File: src/rtl/lcd_pkg.sv
// Shared definitions for the LCD result display: state encodings, HD44780
// command bytes, ASCII constants and the line-1 byte formatter.
package lcd_pkg;

    typedef enum logic [2:0] {
        ESPERA_INIT,
        INIT,
        OCIOSO,
        CONVERTE,
        ESCREVE
    } estado_t;

    typedef enum logic [1:0] {
        FASE_SETUP,
        FASE_PULSO,
        FASE_ESPERA
    } fase_t;

    localparam logic [7:0] CMD_FUNCTION_SET = 8'h38;
    localparam logic [7:0] CMD_DISPLAY_ON   = 8'h0C;
    localparam logic [7:0] CMD_ENTRY_MODE   = 8'h06;
    localparam logic [7:0] CMD_CLEAR        = 8'h01;
    localparam logic [7:0] CMD_LINHA1       = 8'h80;

    localparam logic [7:0] ASCII_ESPACO = 8'h20;
    localparam logic [7:0] ASCII_MENOS  = 8'h2D;
    localparam logic [7:0] ASCII_ZERO   = 8'h30;

    localparam int N_CMD_INIT      = 4;
    localparam int N_BYTES_ESCREVE = 7;

    function automatic logic [7:0] cmd_init(input logic [2:0] idx);
        logic [7:0] cmd;
        case (idx)
            3'd0:    cmd = CMD_FUNCTION_SET;
            3'd1:    cmd = CMD_DISPLAY_ON;
            3'd2:    cmd = CMD_ENTRY_MODE;
            default: cmd = CMD_CLEAR;
        endcase
        return cmd;
    endfunction

    function automatic logic [7:0] digito(input logic [3:0] d, input logic branco);
        return branco ? ASCII_ESPACO : 8'(ASCII_ZERO + {4'h0, d});
    endfunction

    // Returns {RS, data} for byte idx of the line-1 rewrite. A zero magnitude
    // never shows a minus, and only digits above the units can be blanked.
    function automatic logic [8:0] byte_escreve(input logic [2:0] idx,
                                                input logic [19:0] bcd,
                                                input logic neg);
        logic [4:1] lz;
        logic [8:0] res;
        lz[4] = (bcd[19:16] == 4'd0);
        lz[3] = lz[4] && (bcd[15:12] == 4'd0);
        lz[2] = lz[3] && (bcd[11:8] == 4'd0);
        lz[1] = lz[2] && (bcd[7:4] == 4'd0);
        case (idx)
            3'd0:    res = {1'b0, CMD_LINHA1};
            3'd1:    res = {1'b1, (neg && (bcd != 20'd0)) ? ASCII_MENOS : ASCII_ESPACO};
            3'd2:    res = {1'b1, digito(bcd[19:16], lz[4])};
            3'd3:    res = {1'b1, digito(bcd[15:12], lz[3])};
            3'd4:    res = {1'b1, digito(bcd[11:8], lz[2])};
            3'd5:    res = {1'b1, digito(bcd[7:4], lz[1])};
            default: res = {1'b1, digito(bcd[3:0], 1'b0)};
        endcase
        return res;
    endfunction

endpackage

File: src/rtl/bin_para_bcd.sv
// Sequential double-dabble: converts a 16-bit binary value to 5 BCD digits,
// one shift per clock, pulsing pronto the cycle after the 16th shift.
module bin_para_bcd (
    input  logic        clk,
    input  logic        rst_n,
    input  logic        inicia,
    input  logic [15:0] bin,
    output logic [19:0] bcd,
    output logic        pronto
);

    logic [15:0] r_bin;
    logic [19:0] r_bcd;
    logic [4:0]  r_cnt;
    logic        r_pronto;
    logic [15:0] w_ajuste;

    // The top digit never reaches 5 before a shift when the input fits in 16 bits.
    always_comb begin
        w_ajuste = r_bcd[15:0];
        for (int i = 0; i < 4; i++) begin
            if (r_bcd[4*i +: 4] >= 4'd5)
                w_ajuste[4*i +: 4] = r_bcd[4*i +: 4] + 4'd3;
        end
    end

    always_ff @(posedge clk or negedge rst_n) begin
        if (!rst_n) begin
            r_bin    <= '0;
            r_bcd    <= '0;
            r_cnt    <= '0;
            r_pronto <= 1'b0;
        end else begin
            r_pronto <= 1'b0;
            if (inicia) begin
                r_bin <= bin;
                r_bcd <= '0;
                r_cnt <= 5'd16;
            end else if (r_cnt != 5'd0) begin
                r_bcd <= {r_bcd[18:16], w_ajuste, r_bin[15]};
                r_bin <= {r_bin[14:0], 1'b0};
                r_cnt <= r_cnt - 5'd1;
                if (r_cnt == 5'd1)
                    r_pronto <= 1'b1;
            end
        end
    end

    assign bcd    = r_bcd;
    assign pronto = r_pronto;

endmodule

File: src/rtl/lcd_resultado.sv
// Drives an HD44780 LCD in 8-bit mode: power-on init, then rewrites line 1
// with sign and 5-digit decimal whenever the signed-magnitude input changes.
module lcd_resultado
    import lcd_pkg::*;
#(
    parameter int DELAY_INIT  = 750000,
    parameter int DELAY_CMD   = 2000,
    parameter int DELAY_CLEAR = 82000,
    parameter int EN_HIGH     = 12
) (
    input  logic        clk,
    input  logic        rst_n,
    input  logic [15:0] saida,
    input  logic        sinal_saida,
    output logic [7:0]  data,
    output logic        EN,
    output logic        RS,
    output logic        RW,
    output logic        ocupado
);

    localparam int MAX_A = (DELAY_INIT > DELAY_CLEAR) ? DELAY_INIT : DELAY_CLEAR;
    localparam int MAX_B = (DELAY_CMD > EN_HIGH) ? DELAY_CMD : EN_HIGH;
    localparam int MAX_D = (MAX_A > MAX_B) ? MAX_A : MAX_B;
    localparam int CW    = $clog2(MAX_D + 1);

    localparam logic [CW-1:0] FIM_INIT  = CW'(DELAY_INIT - 1);
    localparam logic [CW-1:0] FIM_PULSO = CW'(EN_HIGH - 1);
    localparam logic [CW-1:0] FIM_CMD   = CW'(DELAY_CMD - 1);
    localparam logic [CW-1:0] FIM_CLEAR = CW'(DELAY_CLEAR - 1);

    estado_t       r_estado, w_estado_nxt;
    fase_t         r_fase, w_fase_nxt;
    logic [CW-1:0] r_cnt, w_cnt_nxt;
    logic [2:0]    r_idx, w_idx_nxt;
    logic [7:0]    r_data, w_data_nxt;
    logic          r_rs, w_rs_nxt;
    logic          r_en, w_en_nxt;
    logic          r_ocupado, w_ocupado_nxt;
    logic [16:0]   r_ultimo, w_ultimo_nxt;

    logic          w_inicia;
    logic          w_pronto;
    logic [19:0]   w_bcd;
    logic [16:0]   w_entrada;
    logic          w_fim_espera;
    logic          w_ultimo_byte;
    logic [8:0]    w_byte_prox;

    bin_para_bcd u_bcd (
        .clk    (clk),
        .rst_n  (rst_n),
        .inicia (w_inicia),
        .bin    (saida),
        .bcd    (w_bcd),
        .pronto (w_pronto)
    );

    assign w_entrada     = {sinal_saida, saida};
    assign w_fim_espera  = (!r_rs && r_data == CMD_CLEAR) ? (r_cnt == FIM_CLEAR)
                                                          : (r_cnt == FIM_CMD);
    assign w_ultimo_byte = (r_estado == INIT) ? (r_idx == 3'(N_CMD_INIT - 1))
                                              : (r_idx == 3'(N_BYTES_ESCREVE - 1));
    assign w_byte_prox   = (r_estado == INIT) ? {1'b0, cmd_init(r_idx + 3'd1)}
                                              : byte_escreve(r_idx + 3'd1, w_bcd, r_ultimo[16]);

    always_ff @(posedge clk or negedge rst_n) begin
        if (!rst_n) begin
            r_estado  <= ESPERA_INIT;
            r_fase    <= FASE_SETUP;
            r_cnt     <= '0;
            r_idx     <= '0;
            r_data    <= 8'h00;
            r_rs      <= 1'b0;
            r_en      <= 1'b0;
            r_ocupado <= 1'b1;
            r_ultimo  <= '0;
        end else begin
            r_estado  <= w_estado_nxt;
            r_fase    <= w_fase_nxt;
            r_cnt     <= w_cnt_nxt;
            r_idx     <= w_idx_nxt;
            r_data    <= w_data_nxt;
            r_rs      <= w_rs_nxt;
            r_en      <= w_en_nxt;
            r_ocupado <= w_ocupado_nxt;
            r_ultimo  <= w_ultimo_nxt;
        end
    end

    always_comb begin
        w_estado_nxt  = r_estado;
        w_fase_nxt    = r_fase;
        w_cnt_nxt     = r_cnt;
        w_idx_nxt     = r_idx;
        w_data_nxt    = r_data;
        w_rs_nxt      = r_rs;
        w_en_nxt      = r_en;
        w_ocupado_nxt = r_ocupado;
        w_ultimo_nxt  = r_ultimo;
        w_inicia      = 1'b0;

        case (r_estado)
            ESPERA_INIT: begin
                if (r_cnt == FIM_INIT) begin
                    w_estado_nxt = INIT;
                    w_fase_nxt   = FASE_SETUP;
                    w_cnt_nxt    = '0;
                    w_idx_nxt    = '0;
                    w_data_nxt   = cmd_init(3'd0);
                    w_rs_nxt     = 1'b0;
                end else begin
                    w_cnt_nxt = r_cnt + CW'(1);
                end
            end

            // Both byte-writing states share the SETUP / PULSE / HOLD sequencer.
            INIT, ESCREVE: begin
                case (r_fase)
                    FASE_SETUP: begin
                        w_en_nxt   = 1'b1;
                        w_fase_nxt = FASE_PULSO;
                        w_cnt_nxt  = '0;
                    end
                    FASE_PULSO: begin
                        if (r_cnt == FIM_PULSO) begin
                            w_en_nxt   = 1'b0;
                            w_fase_nxt = FASE_ESPERA;
                            w_cnt_nxt  = '0;
                        end else begin
                            w_cnt_nxt = r_cnt + CW'(1);
                        end
                    end
                    default: begin
                        if (!w_fim_espera) begin
                            w_cnt_nxt = r_cnt + CW'(1);
                        end else if (!w_ultimo_byte) begin
                            w_idx_nxt  = r_idx + 3'd1;
                            w_fase_nxt = FASE_SETUP;
                            w_cnt_nxt  = '0;
                            w_rs_nxt   = w_byte_prox[8];
                            w_data_nxt = w_byte_prox[7:0];
                        end else if (r_estado == INIT) begin
                            w_ultimo_nxt = w_entrada;
                            w_inicia     = 1'b1;
                            w_estado_nxt = CONVERTE;
                            w_cnt_nxt    = '0;
                        end else begin
                            w_estado_nxt  = OCIOSO;
                            w_ocupado_nxt = 1'b0;
                            w_cnt_nxt     = '0;
                        end
                    end
                endcase
            end

            OCIOSO: begin
                if (w_entrada != r_ultimo) begin
                    w_ultimo_nxt  = w_entrada;
                    w_inicia      = 1'b1;
                    w_estado_nxt  = CONVERTE;
                    w_ocupado_nxt = 1'b1;
                end
            end

            CONVERTE: begin
                if (w_pronto) begin
                    w_estado_nxt = ESCREVE;
                    w_fase_nxt   = FASE_SETUP;
                    w_cnt_nxt    = '0;
                    w_idx_nxt    = '0;
                    {w_rs_nxt, w_data_nxt} = byte_escreve(3'd0, w_bcd, r_ultimo[16]);
                end
            end

            default: w_estado_nxt = ESPERA_INIT;
        endcase
    end

    assign data    = r_data;
    assign EN      = r_en;
    assign RS      = r_rs;
    assign RW      = 1'b0;
    assign ocupado = r_ocupado;

endmodule

File: config.mk
export PLATFORM = sky130hd
export DESIGN_NAME = lcd_resultado
export DESIGN_NICKNAME = d
export VERILOG_FILES = /design/src/rtl/lcd_pkg.sv /design/src/rtl/bin_para_bcd.sv /design/src/rtl/lcd_resultado.sv
export SDC_FILE = /design/constraint.sdc
export NUM_CORES = 1
export LEC_CHECK = 0
export BUFFER_PORTS_ARGS = -buffer_cell sky130_fd_sc_hd__buf_4
export CORE_ASPECT_RATIO = 1.1
export CORE_MARGIN = 3
export CORE_UTILIZATION = 65
export DETAILED_ROUTE_END_ITERATION = 16
export HOLD_SLACK_MARGIN = 0.02
export PLACE_DENSITY = 0.84
export SETUP_SLACK_MARGIN = 0.05
export SLEW_MARGIN = 25
export SYNTH_ARGS = -nofsm -noshare
export SYNTH_HDL_FRONTEND = slang
export SYNTH_HIERARCHICAL = 1
export SYNTH_SLANG_ARGS = --single-unit
export TNS_END_PERCENT = 10
File: constraint.sdc
create_clock -name clk -period 6.5 [get_ports clk]
set_input_delay 0.975 -clock clk [delete_from_list [all_inputs] [get_ports clk]]
set_output_delay 0.975 -clock clk [all_outputs]
set_load 0.01 [all_outputs]
After elaboration in Yosys (flattened, before gate mapping)
Cells that the tools add are included.
- magnitude comparators: 4
- eq/ne operators: 32
- add/sub/neg operators: 12
- multiplexer cells: 82
- reduce and logical (&&, ||, !) cells: 28
- operator list (operator ; count):
    two-way mux 20 bit ; 6
    two-way mux 17 bit ; 5
    one-hot mux 20 bit (3 select lines) ; 1
    one-hot mux 9 bit (6 select lines) ; 1
    two-way mux 8 bit ; 5
    one-hot mux 20 bit (2 select lines) ; 1
    adder 6 x 4 -> 7 bit (first input constant) ; 5
    one-hot mux 17 bit (2 select lines) ; 1
    two-way mux 3 bit ; 11
    two-way mux 16 bit ; 2
    AND reduction 6 bit ; 5
    two-way mux 7 bit ; 4
    one-hot mux 8 bit (3 select lines) ; 1
    two-way mux 1 bit ; 22
    adder 20 x 1 -> 20 bit (second input constant) ; 1
    == test 20 x 11 -> 1 bit (second input constant) ; 1
    == test 20 x 17 -> 1 bit (second input constant) ; 1
    == test 20 bit (second input constant) ; 1
    == test 20 x 4 -> 1 bit (second input constant) ; 1
    two-way mux 4 bit ; 5
    nonzero test 20 bit ; 1
    inequality test 2 bit (second input constant) ; 9
    one-hot mux 6 bit (3 select lines) ; 1
    inequality test 17 bit ; 1
    33 further kinds ; 66
- word-level logic and storage cells: 171
- output and inout port bits: 12
- register bits: 98

Longest topological paths before layout
Gate-level depths: netlist (run 1).
- depth in word-level cells: 11
- mapped depth: 11

Hierarchy
Netlist (run 1), hierarchy kept.
- by module, submodules not included (module ; area each (µm²) ; seq. area each (µm²) ; instances ; cells each):
    lcd_resultado ; 3373.2 ; 1377.6 ; 1 ; 344
    bin_para_bcd ; 2322.2 ; 1051.0 ; 1 ; 246

Worst setup path before layout (run 1)
OpenSTA, ideal clock, no wires.
- path type: input to register
- start: in saida[12]
- end: reg u_bcd.r_bcd[2] (netlist: u_bcd/bcd[2])
- data required time: 6.413 ns
- data arrival time: 2.730 ns
- stages: 10
- buffers on the path: 3
- setup time: 0.087 ns
- path slack: 3.684 ns
- cell sequence: xnor2_1 nand4_1 nor3_1 a31oi_1 a41o_1 buf_4 buf_12 clkbuf_1 or3_1 o211ai_1
- longest elaborated chain between the ends: 4
- elaborated cells on any way between the ends: 5
- RTL lines (element ; line ; text):
    start: declaration ; lcd_resultado.sv:13 ; input logic [15:0] saida,
    inequality test 17 bit * ; lcd_resultado.sv:158 ; if (w_entrada != r_ultimo) begin
    two-way mux 1 bit * ; lcd_resultado.sv:158 ;
    one-hot mux 1 bit (2 select lines) * ; lcd_resultado.sv:103 ; case (r_estado)
    named net w_inicia ; lcd_resultado.sv:42 ; logic w_inicia;
    two-way mux 20 bit or nonzero test 2 bit (tied branches) ; n/a ;
    end signal: assignment ; bin_para_bcd.sv:40 ; r_bcd <= {r_bcd[18:16], w_ajuste, r_bin[15]};
    end: declaration ; bin_para_bcd.sv:13 ; logic [19:0] r_bcd;
The timed path passes the listed nets; every way through them passes the cells marked *.
A chain may end at the register's enable or synchronous reset.

Final worst setup path (run 1)
- start: reg r_data[1] (netlist: data[1])
- end: reg u_bcd.r_bcd[2] (netlist: u_bcd/bcd[2])
- longest elaborated chain between the ends: 7
- elaborated cells on any way between the ends: 8
- RTL lines (element ; line ; text):
    start: declaration ; lcd_resultado.sv:36 ; logic [7:0] r_data, w_data_nxt;
    start signal: assignment ; lcd_resultado.sv:83 ; r_data <= w_data_nxt;
    == test 8 x 1 -> 1 bit * ; lcd_resultado.sv:60 ; assign w_fim_espera = (!r_rs && r_data == CMD_CLEAR) ? (r_cnt == FIM_CLEAR)
    logical AND 1 bit * ; lcd_resultado.sv:60 ;
    two-way mux 1 bit * ; lcd_resultado.sv:60 ;
    two-way mux 1 bit * ; lcd_resultado.sv:135 ; if (!w_fim_espera) begin
    two-way mux 1 bit * ; lcd_resultado.sv:119 ; case (r_fase)
    one-hot mux 1 bit (2 select lines) * ; lcd_resultado.sv:103 ;
    two-way mux 20 bit or nonzero test 2 bit (tied branches) ; n/a ;
Every way passes the cells marked *; elsewhere a longest branch is shown, timed or not.

==> out/summary.md, run 1 <==
The flow ran to the end, and the final reports show no timing, DRC or antenna violations. The clock input transition at the sequential cells of the worst setup and hold paths works out to 100 ps. Summed over all instances, the cell type with the most area after synthesis is sky130_fd_sc_hd__dfrtp_1.

In the post-synthesis netlist, the biggest area contributors are sky130_fd_sc_hd__dfrtp_1 (42%), sky130_fd_sc_hd__nand2_1 (4.5%), sky130_fd_sc_hd__o21ai_0 (3.8%). In this run the critical register-to-register path is captured at u_bcd/bcd[2]$_DFFE_PN0P_. At the pin with the least slew margin, the transition time is 898 ps.

For this run the aggregate overflow at the end of global routing stands at 0. The worst setup path is captured at a register. The first global-routing pass estimated 20300 um of wire. In this run, post-CTS hold repair placed 0 buffers. The final period utilization was 49.6%; the maximum clock frequency was 310 MHz. Initial detailed-routing violation count: 287. Setup repair after global routing left no endpoint under its margin. For this design the top-level I/O count stands at 31. The count of nets left with antenna violations once routing finished came out at 0. The number of instances resized during post-cts repair is 0. In this run the cell area of the synthesized design comes to 5700 um^2.

The initial utilization of the core area, before any placement, comes to 67.4%. The final period demand of the worst path works out to 3220 ps. The most frequent cell after synthesis is sky130_fd_sc_hd__dfrtp_1. For the clock network latency to the later pin of the worst-skew pair, the log shows 380 ps. The worst setup path is launched from a register. The run gives 643 as the final net count. The tools report the number of antenna violations at the first check in global routing as 0. The number of max-cap violations came out at 0. Summing the sequential cell areas from Yosys gives 42.6% of the chip area. The top cell type by area accounts for 42.2% of the synthesized area. The share of synthesized registers carrying an async set or reset is 100%, and the depth of the worst register-to-register path is 8. Summing all multi-input logic gate instances after layout gives 3040 um^2.

For the number of global-route vias before repair, the log shows 4331. The commonest cells after synthesis are sky130_fd_sc_hd__dfrtp_1 (96), sky130_fd_sc_hd__nand2_1 (68), sky130_fd_sc_hd__nor2_1 (43), sky130_fd_sc_hd__o21ai_0 (43), sky130_fd_sc_hd__inv_1 (22). The critical path in this run is classified as register to register. The first-pass iteration count of the detailed router was 5; the antenna cell count was 0. The number of fillers in the final layout was 607; the post-detailed-route via-to-cell ratio was 6.24.

In the final layout, flip-flops and latches occupy 2430 um^2. Row generation in the floorplan step produced 35 rows. For this run, design rule violations remaining after detail routing come to 0. The maximum fanout encountered on the critical timing path is 86, and the maximum buffer depth of the clock tree is 2. The run gives 0.897 as the final weighted congestion of routability-driven global placement. In this run the register-to-register setup slack is 3280 ps. The run gives 75 as the number of distinct standard cells referenced by the synthesized netlist. Once the clock tree was built, the setup fixing pass inserted 0 buffers.

The tools report the setup clock skew after layout as 15.8 ps. The core region is 8450 um^2. In this run the worst hold path is classified as primary input to async pin. The logs give 6 for the number of synthesis warnings and 25.2% for the total routing usage reported by global routing.

Averaged over all synthesized cells, the footprint is 9.65 um^2. The standby leakage power was 0.00276 uW; the synthesis-to-layout area growth was 7.40%. TritonCTS built the clock tree.

The width of the chip came out at 95.3 um. For this design the ratio of total power to cell area is 272 nW/um^2. The final setup TNS is 0 ps.

The floorplan step set the die height to 104 um. IR analysis of the VDD net gives a maximum drop of 0.211 mV. The tree built by TritonCTS fans out to 97 sinks. Data on the critical path is required at its endpoint by 6750 ps. After detailed routing, the total wire length is 11700 um. For the final count of pins violating max slew, the log shows 0. The average wire per cell in the routed design is 16.2 um, and the maximum number of pins on one net before global-route repair is 87.

At the placement stage, the worst setup path has a slack of 3210 ps. Buffer type at the clock tree root: sky130_fd_sc_hd__clkbuf_8. The number of vias after detailed routing was 4509; the final worst slack was 3280 ps. The number of flip-flops and latches in the synthesized netlist is 97, and the ratio of cells with drive above 1 in the final layout is 14.2%. The half-perimeter wire length of the detailed placement result came out at 8260 um. In this run the tightest slew margin relative to its limit is 39.6%.

Setup violations remaining at the end of the flow were counted as 0. The hold violation total from the final report was 0. The logs give 3470 ps for the data arrival at the endpoint of the critical path and 9 for the CTS buffer count.

The area of the die is 9920 um^2, and the number of buffer cells added on primary ports is 28. The synthesized design contains 0 enable-type register cells. The worst register-to-register path begins at data[1]$_DFFE_PN0P_. Tracing the worst setup path back leads to its startpoint at data[1]$_DFFE_PN0P_. In the synthesized netlist the dominant register cell turns out to be sky130_fd_sc_hd__dfrtp_1. The synthesized netlist cell count is 590, and the H-tree depth reported by CTS is 3.
## cell families after synthesis
family	after synthesis	synth area share (%)
XOR/XNOR	32	4.92
buffers and inverters	49	4.20
flip-flops	97	42.6
AO/OA/AOI/OAI	127	16.1
other	1	0.0658
multiplexers	42	7.93
adder cells (fa/ha/maj)	18	3.91
AND/OR/NAND/NOR	224	20.2
## cell usage in the layout, fill, tap and decap left out, types with 17 or more instances in the layout
master | synthesis | final
sky130_fd_sc_hd__ha_1 | 17 | 17
sky130_fd_sc_hd__mux2i_1 | 17 | 17
sky130_fd_sc_hd__inv_1 | 22 | 22
sky130_fd_sc_hd__buf_4 | 5 | 32
sky130_fd_sc_hd__dfrtp_1 | 96 | 96
sky130_fd_sc_hd__xnor2_1 | 19 | 19
sky130_fd_sc_hd__or3_1 | 20 | 20
sky130_fd_sc_hd__nand2_1 | 68 | 68
sky130_fd_sc_hd__o21ai_0 | 43 | 43
sky130_fd_sc_hd__a21oi_1 | 19 | 19
sky130_fd_sc_hd__nor2_1 | 43 | 43
## metal layers
| metal | global-route usage, % | wire length [um] | up-vias | share of wire, % |
|---|---|---|---|---|
| met5 | 0 | 0 | - | 0 |
| met4 | 7.84 | 164 | 0 | 1.4 |
| met3 | 5.14 | 642 | 15 | 5.5 |
| met2 | 39.2 | 5790 | 137 | 49 |
| met1 | 35.4 | 5140 | 2203 | 44 |
| li1 | - | - | 2154 | - |
## critical path: stages, from the launching register on
cell and delay, ps:
sky130_fd_sc_hd__dfrtp_1 410, sky130_fd_sc_hd__nor4b_1 690, sky130_fd_sc_hd__nand4b_1 240, sky130_fd_sc_hd__a211oi_4 400
sky130_fd_sc_hd__a41o_2 250, sky130_fd_sc_hd__buf_4 630, sky130_fd_sc_hd__nor2b_1 160, sky130_fd_sc_hd__o2111ai_1 170
sky130_fd_sc_hd__o211ai_1 130
## state kept, by name, summed over array words and instances, names as in the netlist
signal,count
r_cnt,20
r_ultimo,17
u_bcd/pronto,1
r_estado,3
r_fase,2
ocupado,1
u_bcd/r_cnt,5
data,7
EN,1
u_bcd/bcd,20
RS,1
u_bcd/r_bin,16
r_idx,3
## cell type report
| type | count | share of cell area, % |
|---|---|---|
| Sequential cell | 97 | 39.7 |
| Inverter | 22 | 1.35 |
| Multi-Input combinational cell | 445 | 49.7 |
| Tap cell | 111 | 2.27 |
| Clock inverter | 7 | 1.00 |
| Clock buffer | 9 | 2.02 |
| Timing Repair Buffer | 32 | 3.93 |
## worst max path at each step
stage / endpoint / cells past startpoint
floorplan: u_bcd/bcd[2]$_DFFE_PN0P_ / 10
finish: u_bcd/bcd[2]$_DFFE_PN0P_ / 8
CTS: u_bcd/bcd[2]$_DFFE_PN0P_ / 8
global route: u_bcd/bcd[14]$_DFFE_PN0P_ / 8
detailed placement: u_bcd/bcd[9]$_DFFE_PN0P_ / 10
global placement: u_bcd/bcd[9]$_DFFE_PN0P_ / 10
## power breakdown
group	internal, uW	switching [uW]
Combinational	231	254
Clock	148	233
Sequential	683	113
Total	1060	599
## per-stage QoR
step / hold WS [ps] / util (%) / cells / total power [uW] / cell area [um^2]
2_1_floorplan: 465 / - / 591 / 1170 / 5700
3_3_place_gp: 487 / 70.2 / 707 / 1250 / 5930
3_5_place_dp: 499 / 70.2 / 707 / 1290 / 5930
4_1_cts: 499 / 72.4 / 723 / 1670 / 6120
5_1_grt: 510 / 72.4 / 723 / 1780 / 6120
6_report: 498 / 72.4 / 723 / 1660 / 6120
Note: power is estimated with default switching activity, not from simulation.
==> run 2, diff against run 1 <==
--- a/config.mk
+++ b/config.mk
@@ -8,10 +8,10 @@
 export BUFFER_PORTS_ARGS = -buffer_cell sky130_fd_sc_hd__buf_4
 export CORE_ASPECT_RATIO = 1.1
 export CORE_MARGIN = 3
-export CORE_UTILIZATION = 65
+export CORE_UTILIZATION = 62
 export DETAILED_ROUTE_END_ITERATION = 16
 export HOLD_SLACK_MARGIN = 0.02
-export PLACE_DENSITY = 0.84
+export PLACE_DENSITY = 0.81
 export SETUP_SLACK_MARGIN = 0.05
 export SLEW_MARGIN = 25
 export SYNTH_ARGS = -nofsm -noshare
==> constraint.sdc (replaced) <==
create_clock -name clk -period 3.1 [get_ports clk]
set_input_delay 0.465 -clock clk [delete_from_list [all_inputs] [get_ports clk]]
set_output_delay 0.465 -clock clk [all_outputs]
set_load 0.01 [all_outputs]
==> run 2 against run 1 <==
Effect of this change:
- clock-buffer cell count increased by 1
- via count increased by 0.31%
- clock power increased by 110%
- combinational power increased by 110%
- routed wire length increased by 6.9%
- total power increased by 110%
- utilization decreased by 2.7 points
- critical path type unchanged
- largest cell class unchanged
- highest routed layer unchanged
==> out/summary.md, run 2 (synthesis results as in run 1) <==
Traced cell by cell, the critical path runs through nor4b_1 > nand4b_1 > a211oi_4 > a41o_2 > buf_12 > mux2_2. The tools report the startpoint of the worst register-to-register path as data[1]$_DFFE_PN0P_. The critical path is of the register to register type. The logs give 0 for the hold violation total from the final report and 9 for the CTS buffer count. The path type of the worst min-delay path was primary input to async pin. Family of cells with the greatest summed delay on the critical path: simple AND/OR/NAND/NOR gates. The synthesis-to-layout area growth came out at 9.07%. Number of instances resized during post-cts repair: 0.

The tool flagged a number of max-cap violations equal to 0. 31 I/O pins were placed. The run gives 0.919 as the final weighted congestion of routability-driven global placement. The worst setup path is captured at a register. Headroom to the max-slew limit came out at 46.2%. In the layout the commonest cells are sky130_fd_sc_hd__dfrtp_1 (96), sky130_fd_sc_hd__nand2_1 (68), sky130_fd_sc_hd__nor2_1 (43), sky130_fd_sc_hd__o21ai_0 (43), sky130_fd_sc_hd__buf_4 (37).

The H-tree was split into 3 levels. The first global-routing pass estimated 21300 um of wire. The worst register-to-register path ends at r_ultimo[4]$_DFFE_PN0P_.

Counting every sink on the clock net gives 97. The number of buffer cells added on primary ports is 28, and the final period utilization is 87.3%. The met3 layer usage reported by global route came out at 4.53%. Setup repair after global routing left no endpoint under its margin. In the final layout, the share of cells above drive strength 1 is 15.3%. Clock skew on the completed layout was measured at 5.44 ps.

The slew of the pin with the lowest slew margin was 807 ps; the final net count was 651. The number of global-route vias before repair was 4490. The number of antenna violations at the first check in global routing is 0.

The run finished with clean final reports. The detailed-route DRC error count is 0, and the average wire per cell in the routed design is 17.1 um. The clock reaches the later pin of the worst-skew pair after 370 ps. Of all nets on the critical path, the largest fanout is 26. In this run the most used layer during global routing was met2. The worst path needs 2710 ps of the cycle, external delays included. The final setup TNS was 0 ps.

Post-CTS timing repair inserted 0 buffers for setup. Derived from the worst setup path, the maximum achievable clock frequency is 369 MHz. The logs give 9050 um for the half-perimeter wire length of the detailed placement result and 734 for the count of placed standard cells in the final layout, fillers left out. The floorplan has 36 rows.

For the area of the core, the log shows 8920 um^2. The completed layout was analyzed and its total power is 3510 uW. TritonCTS built the clock tree. The tree is rooted in a sky130_fd_sc_hd__clkbuf_8.

The maximum buffer depth of the clock tree was 2. The number of buffers and inverters on the critical path came out at 1. The most common cell after layout, fill and taps aside is sky130_fd_sc_hd__dfrtp_1. Final count of pins violating max slew: 0. The first detailed-routing pass took 6 iterations. In this run the remaining antenna-violating nets after routing total 0. For this run, global-route usage on met2 was measured as 39.9%.

The post-detailed-route via-to-cell ratio was 6.16. In this run, placement finished with an instance count of 718. The depth of the worst register-to-register path was 6; the initial detailed-routing violation count was 307. The die covers 10400 um^2. The run gives 3360 ps as the required time of the worst setup path.

The setup check on the worst reg-to-reg path leaves a slack of 390 ps. The number of buffers added to fix hold violations after cts is 0. Setup violations remaining at the end of the flow were counted as 0.

The tools report the final worst slack as 393 ps. The highest cell delay on the worst timing path is 600 ps, and the data arrival at the endpoint of the critical path is 2970 ps. 0 antenna diodes ended up in the layout.

The largest individual stage delay along the critical path comes from the cell sky130_fd_sc_hd__nor4b_1. STA classifies the critical path startpoint as a register. The maximum number of pins on one net before global-route repair came out at 65. At the placement stage, the worst setup path has a slack of 426 ps. Number of fillers in the final layout: 676.

For this design the ratio of total power to cell area is 564 nW/um^2. For this design the static power due to leakage is 0.00281 uW. The routing usage on met1 came out at 34.5%.

For this run the aggregate overflow at the end of global routing stands at 0. VDD sags by at most 0.445 mV. The floorplan step set the die height to 107 um.

Across all layers, the routed design uses 4523 vias. Clock-pin slew was measured on the worst setup and hold paths at 90 ps. The tightest hold margin is 168 ps.

Wires add up to 12500 um. For this configuration, the core starts out at a cell density of 63.9%. Across every metal layer, demand over resource in global routing totals 25.0%. Width of the chip: 97.4 um.
run 2: cell types whose count changed in the layout (fill, tap and decap cells not counted):
cell	delta
sky130_fd_sc_hd__clkinv_2	+2
sky130_fd_sc_hd__clkinvlp_4	-1
sky130_fd_sc_hd__clkinv_4	+1
sky130_fd_sc_hd__buf_12	+3
sky130_fd_sc_hd__buf_4	+5
sky130_fd_sc_hd__clkbuf_8	+1
sky130_fd_sc_hd__inv_6	-1
sky130_fd_sc_hd__inv_8	-2
run 2: metrics by stage:
step,area [um^2],util [%]
2_1_floorplan,5700,-
3_3_place_gp,6030,67.6
3_5_place_dp,6030,67.6
4_1_cts,6210,69.7
5_1_grt,6210,69.7
6_report,6210,69.7
run 2: worst max-delay path by stage:
| stage | to | slack (ps) | cells past startpoint | startpoint |
|---|---|---|---|---|
| global route | u_bcd/r_bin[10]$_DFFE_PN0P_ | 250 | 8 | data[1]$_DFFE_PN0P_ |
| finish | r_ultimo[4]$_DFFE_PN0P_ | 390 | 6 | data[1]$_DFFE_PN0P_ |
| global placement | u_bcd/bcd[9]$_DFFE_PN0P_ | 460 | 10 | saida[8] |
| floorplan | u_bcd/r_bin[10]$_DFFE_PN0P_ | 550 | 9 | data[1]$_DFFE_PN0P_ |
| CTS | r_ultimo[4]$_DFFE_PN0P_ | 430 | 6 | data[1]$_DFFE_PN0P_ |
| detailed placement | u_bcd/bcd[9]$_DFFE_PN0P_ | 430 | 10 | saida[12] |
run 2: final cells by class:
type / count / area [um^2] / area share (%)
Multi-Input combinational cell: 445 / 3040 / 49.0
Sequential cell: 97 / 2430 / 39.1
Timing Repair Buffer: 40 / 338 / 5.44
Tap cell: 114 / 143 / 2.30
Clock buffer: 10 / 138 / 2.22
Inverter: 22 / 82.6 / 1.33
Clock inverter: 6 / 41.3 / 0.665
run 2: per-layer routing:
metal	share of wire (%)	vias up
met1	46	2204
met3	4.4	26
met4	2.1	0
li1	-	2163
met5	0	-
met2	47	130
run 2: where the power goes:
group          switching, uW  internal [uW]
clock                    467            317
combinational            556            489
sequential               245           1430
total                   1270           2240
==> run 3, diff against run 2 <==
--- a/config.mk
+++ b/config.mk
@@ -6,16 +6,17 @@
 export NUM_CORES = 1
 export LEC_CHECK = 0
 export BUFFER_PORTS_ARGS = -buffer_cell sky130_fd_sc_hd__buf_4
+export CELL_PAD_IN_SITES_DETAIL_PLACEMENT = 1
+export CELL_PAD_IN_SITES_GLOBAL_PLACEMENT = 2
 export CORE_ASPECT_RATIO = 1.1
 export CORE_MARGIN = 3
-export CORE_UTILIZATION = 62
+export CORE_UTILIZATION = 39
 export DETAILED_ROUTE_END_ITERATION = 16
 export HOLD_SLACK_MARGIN = 0.02
-export PLACE_DENSITY = 0.81
+export PLACE_DENSITY_LB_ADDON = 0.12
 export SETUP_SLACK_MARGIN = 0.05
 export SLEW_MARGIN = 25
 export SYNTH_ARGS = -nofsm -noshare
 export SYNTH_HDL_FRONTEND = slang
-export SYNTH_HIERARCHICAL = 1
 export SYNTH_SLANG_ARGS = --single-unit
 export TNS_END_PERCENT = 10
==> run 3 against run 2 <==
Effect of this change:
- non-clock buffer count is 4 higher
- routed wire length rose by 19%
- maximum frequency grew 5.3%
- sequential share of layout area decreased by 1.4 points
- highest routed layer unchanged
- largest cell class unchanged
- utilization decreased by 24 points
==> out/summary.md, run 3 <==
Of the cells placed in the final design, the portion with a size suffix greater than 1 is 15.1%. The synthesis-to-layout area growth is 12.8%. In this run the standard cell core region covers 14100 um^2. In this run, synthesis inferred 0 flip-flops with an integrated enable.

The clock passes through at most 2 buffers. The worst setup path startpoint is data[5]$_DFFE_PN0P_. The count of nets left with antenna violations once routing finished came out at 0.

In this run the tightest slew margin relative to its limit is 50.3%. For the final routed database, the setup TNS stands at 0 ps. Dividing total power by cell area gives a power density of 511 nW/um^2. Synthesis inferred 97 register bits. Number of global-route vias before repair: 4802. The tightest hold margin is 143 ps. The number of instances resized during post-cts repair was 0. The number of placed I/O pins came out at 31. Max-cap violations in this run came to 0.

In this run the vertical extent of the chip is 133 um. In this run the tool buffered the top-level ports with 28 buffer cells. The total routing usage reported by global routing was 19.3%. The run gives 0.280 mV as the largest voltage drop on the vdd net.

The critical path goes through nor4_1 > nand4_1 > a211oi_4 > nand2_2 > o21ai_4 > buf_4 > nor3_1. The total wirelength of the detailed-routed design is 14900 um, and the clock sink count is 97. The commonest cells after synthesis are sky130_fd_sc_hd__dfrtp_1 (96), sky130_fd_sc_hd__nand2_1 (90), sky130_fd_sc_hd__nor2_1 (55). The leading area contributor after synthesis was sky130_fd_sc_hd__dfrtp_1. Final weighted congestion of routability-driven global placement: 0.823.

Summing all placed instances gives a cell area of 6150 um^2. The first global-routing pass estimated 25000 um of wire. After clock tree synthesis, the clock-pin slew on the worst setup and hold paths is 70 ps. After detailed routing, the average wire length per cell comes to 17.9 um. Family of cells with the greatest summed delay on the critical path: simple AND/OR/NAND/NOR gates. For this run, the slowest stage of the critical path takes 600 ps. The logs give 612 for the synthesized netlist cell count and 5710 um^2 for the total standard cell area after synthesis. In this run the worst path has a maximum fanout of 22.

The internal power of the cells totals 2250 uW. Among all flip-flop cells after synthesis, the most frequent one is sky130_fd_sc_hd__dfrtp_1. Detailed routing inserted a total of 4614 vias.

OpenSTA, run right after detailed placement, puts the worst setup slack at 498 ps. The first TritonRoute pass finished after 4 iterations. The final net count is 679, and the setup clock skew after layout is 10.8 ps.

Setup repair after global routing left no endpoint under its margin. The global routing's busiest layer is met2. The relative contribution of sequential cells to total power is 47.9%. Most frequent cell after synthesis: sky130_fd_sc_hd__dfrtp_1. At the pin with the least slew margin, the transition time is 742 ps. Clock tree synthesis inserted a total of 9 buffers. Derived from the worst setup path, the maximum achievable clock frequency is 389 MHz. The clock reaches the later pin of the worst-skew pair after 360 ps. At the worst endpoint, the arrival time is 2800 ps.

The startpoint identified for the worst register-to-register timing path is data[5]$_DFFE_PN0P_. The number of buffers added to fix hold violations after cts was 0; the half-perimeter wire length of the detailed placement result was 10700 um. In this run, distinct cell masters in the synthesized netlist total 68. The worst path uses 82.9% of the clock period. For this run, design rule violations remaining after detail routing come to 0.

Leaving out fill and tap cells, the most frequent cells in the layout are sky130_fd_sc_hd__dfrtp_1 (96), sky130_fd_sc_hd__nand2_1 (90), sky130_fd_sc_hd__nor2_1 (55). The tools report the startpoint type of the worst setup path as a register. Of the total power, the clock network draws 34.1%. Number of antenna violations at the first check in global routing: 0.

The critical path class is register to register. The number of buffers and inverters on the critical path is 1, and the area of the die is 16100 um^2. The net switching fraction of the power is 31.7%, and the standby leakage power is 0.00297 uW. In the post-synthesis netlist, the biggest area contributors are sky130_fd_sc_hd__dfrtp_1 (42%), sky130_fd_sc_hd__nand2_1 (5.9%), sky130_fd_sc_hd__ha_1 (4.6%). The share of synthesized area in the top cell type comes to 42.0%. The run gives 0 as the total grt overflow.

Post-synthesis average cell area: 9.34 um^2. Width of the chip: 121 um. The path type of the worst min-delay path is primary input to async pin. Setup violations remaining at the end of the flow were counted as 0. At the worst endpoint, the required time is 3330 ps. The switching power was 1040 uW; the setup fix buffers added after clock tree synthesis was 0. Dividing the detail-routed via count by the number of cells gives 5.55. The most common cell after layout, fill and taps aside is sky130_fd_sc_hd__dfrtp_1. CTS placed an instance of sky130_fd_sc_hd__clkbuf_16 at the clock tree root. For met3 alone, demand over resource in global routing was 2.78%. STA classifies the critical path endpoint as a register.

The part of the total power dissipated in combinational logic was 18.0%; the routing usage on met1 was 25.6%. Entering global routing, the biggest net connects 47 pins. The slowest stage of the critical path is the sky130_fd_sc_hd__nor4_1 cell.

The share of synthesized area occupied by flip-flops and latches was 42.5%. The H-tree generated during clock tree synthesis spans 3 levels. The worst path needs 2570 ps of the cycle, external delays included. The floorplan has 45 rows.

For the final count of pins violating max slew, the log shows 0. The hold violation total from the final report is 0, and the met2 track utilization from global routing is 32.4%. The share of synthesized registers carrying an async set or reset works out to 100%. The flow ran to the end, and the final reports show no timing, DRC or antenna violations. For the number of synthesis warnings, the log shows 0. TritonCTS built the clock tree. The starting utilization of the core area is 40.6%. The repair_antennas step left the layout with diodes totalling 0. The final worst slack was 529 ps; the final design instance area without fill was 6440 um^2. For the initial detailed-routing violation count, the log shows 224.
-- run 3: changes by cell type after synthesis, sizes merged, moves of 10 or more --
cell,before,now
o21ai,43,31
nand2,68,91
mux2,25,37
or3,20,0
mux2i,17,2
nor2,45,55
nor2b,16,6
-- run 3: area by class of cell --
type / instances / area [um^2]
multi-input combinational: 463 / 3070
clock buffer: 13 / 270
sequential: 97 / 2430
timing repair buffer: 44 / 330
tap: 188 / 235
inverter: 24 / 90.1
fill: 1623 / 7630
clock inverter: 3 / 22.5
-- run 3: per-layer routing --
layer | routed length, um | vias to the layer above
met5 | 0 | -
met4 | 221 | 0
met3 | 298 | 16
met2 | 7390 | 51
met1 | 7000 | 2341
li1 | - | 2206
-- run 3: stage by stage --
stage	total power, uW	utilization (%)	instances
after floorplan	1960	-	613
after global placement	2160	43.7	816
after detailed placement	2200	43.7	816
after CTS	3330	45.8	832
after global routing	3480	45.8	832
final	3300	45.8	832
-- run 3: logic make-up (layout without fill, tap and decap cells) --
kind of cell,Yosys count,in the layout,synth area share [%]
and+or+nand+nor,245,245,21.1
AOI/OAI and AO/OA,117,117,13.6
DFF,97,97,42.5
buffers and inverters,53,84,4.03
xor gates and xnor gates,39,39,5.98
muxes,39,39,8.10
adders and majority gates,21,21,4.60
other,1,2,0.0656
-- run 3: power groups by stage --
stage	Combinational, uW	Clock [uW]	Sequential [uW]
floorplan	440	0	1520
global placement	566	0	1590
detailed placement	598	0	1600
CTS	604	1150	1580
global route	688	1190	1600
finish	593	1120	1580
-- run 3: worst paths after layout --
kind	endpoint	slack, ps	depth (start not counted)
max	u_bcd.bcd[16]$_DFFE_PN0P_	530	7
min	r_idx[0]$_DFFE_PN0P_	140	1
max reg2reg	u_bcd.bcd[16]$_DFFE_PN0P_	530	7
min reg2reg	EN$_DFFE_PN0P_	480	2
max in group asynchronous	EN$_DFFE_PN0P_	2240	2
min in group clk	r_ultimo[4]$_DFFE_PN0P_	350	2
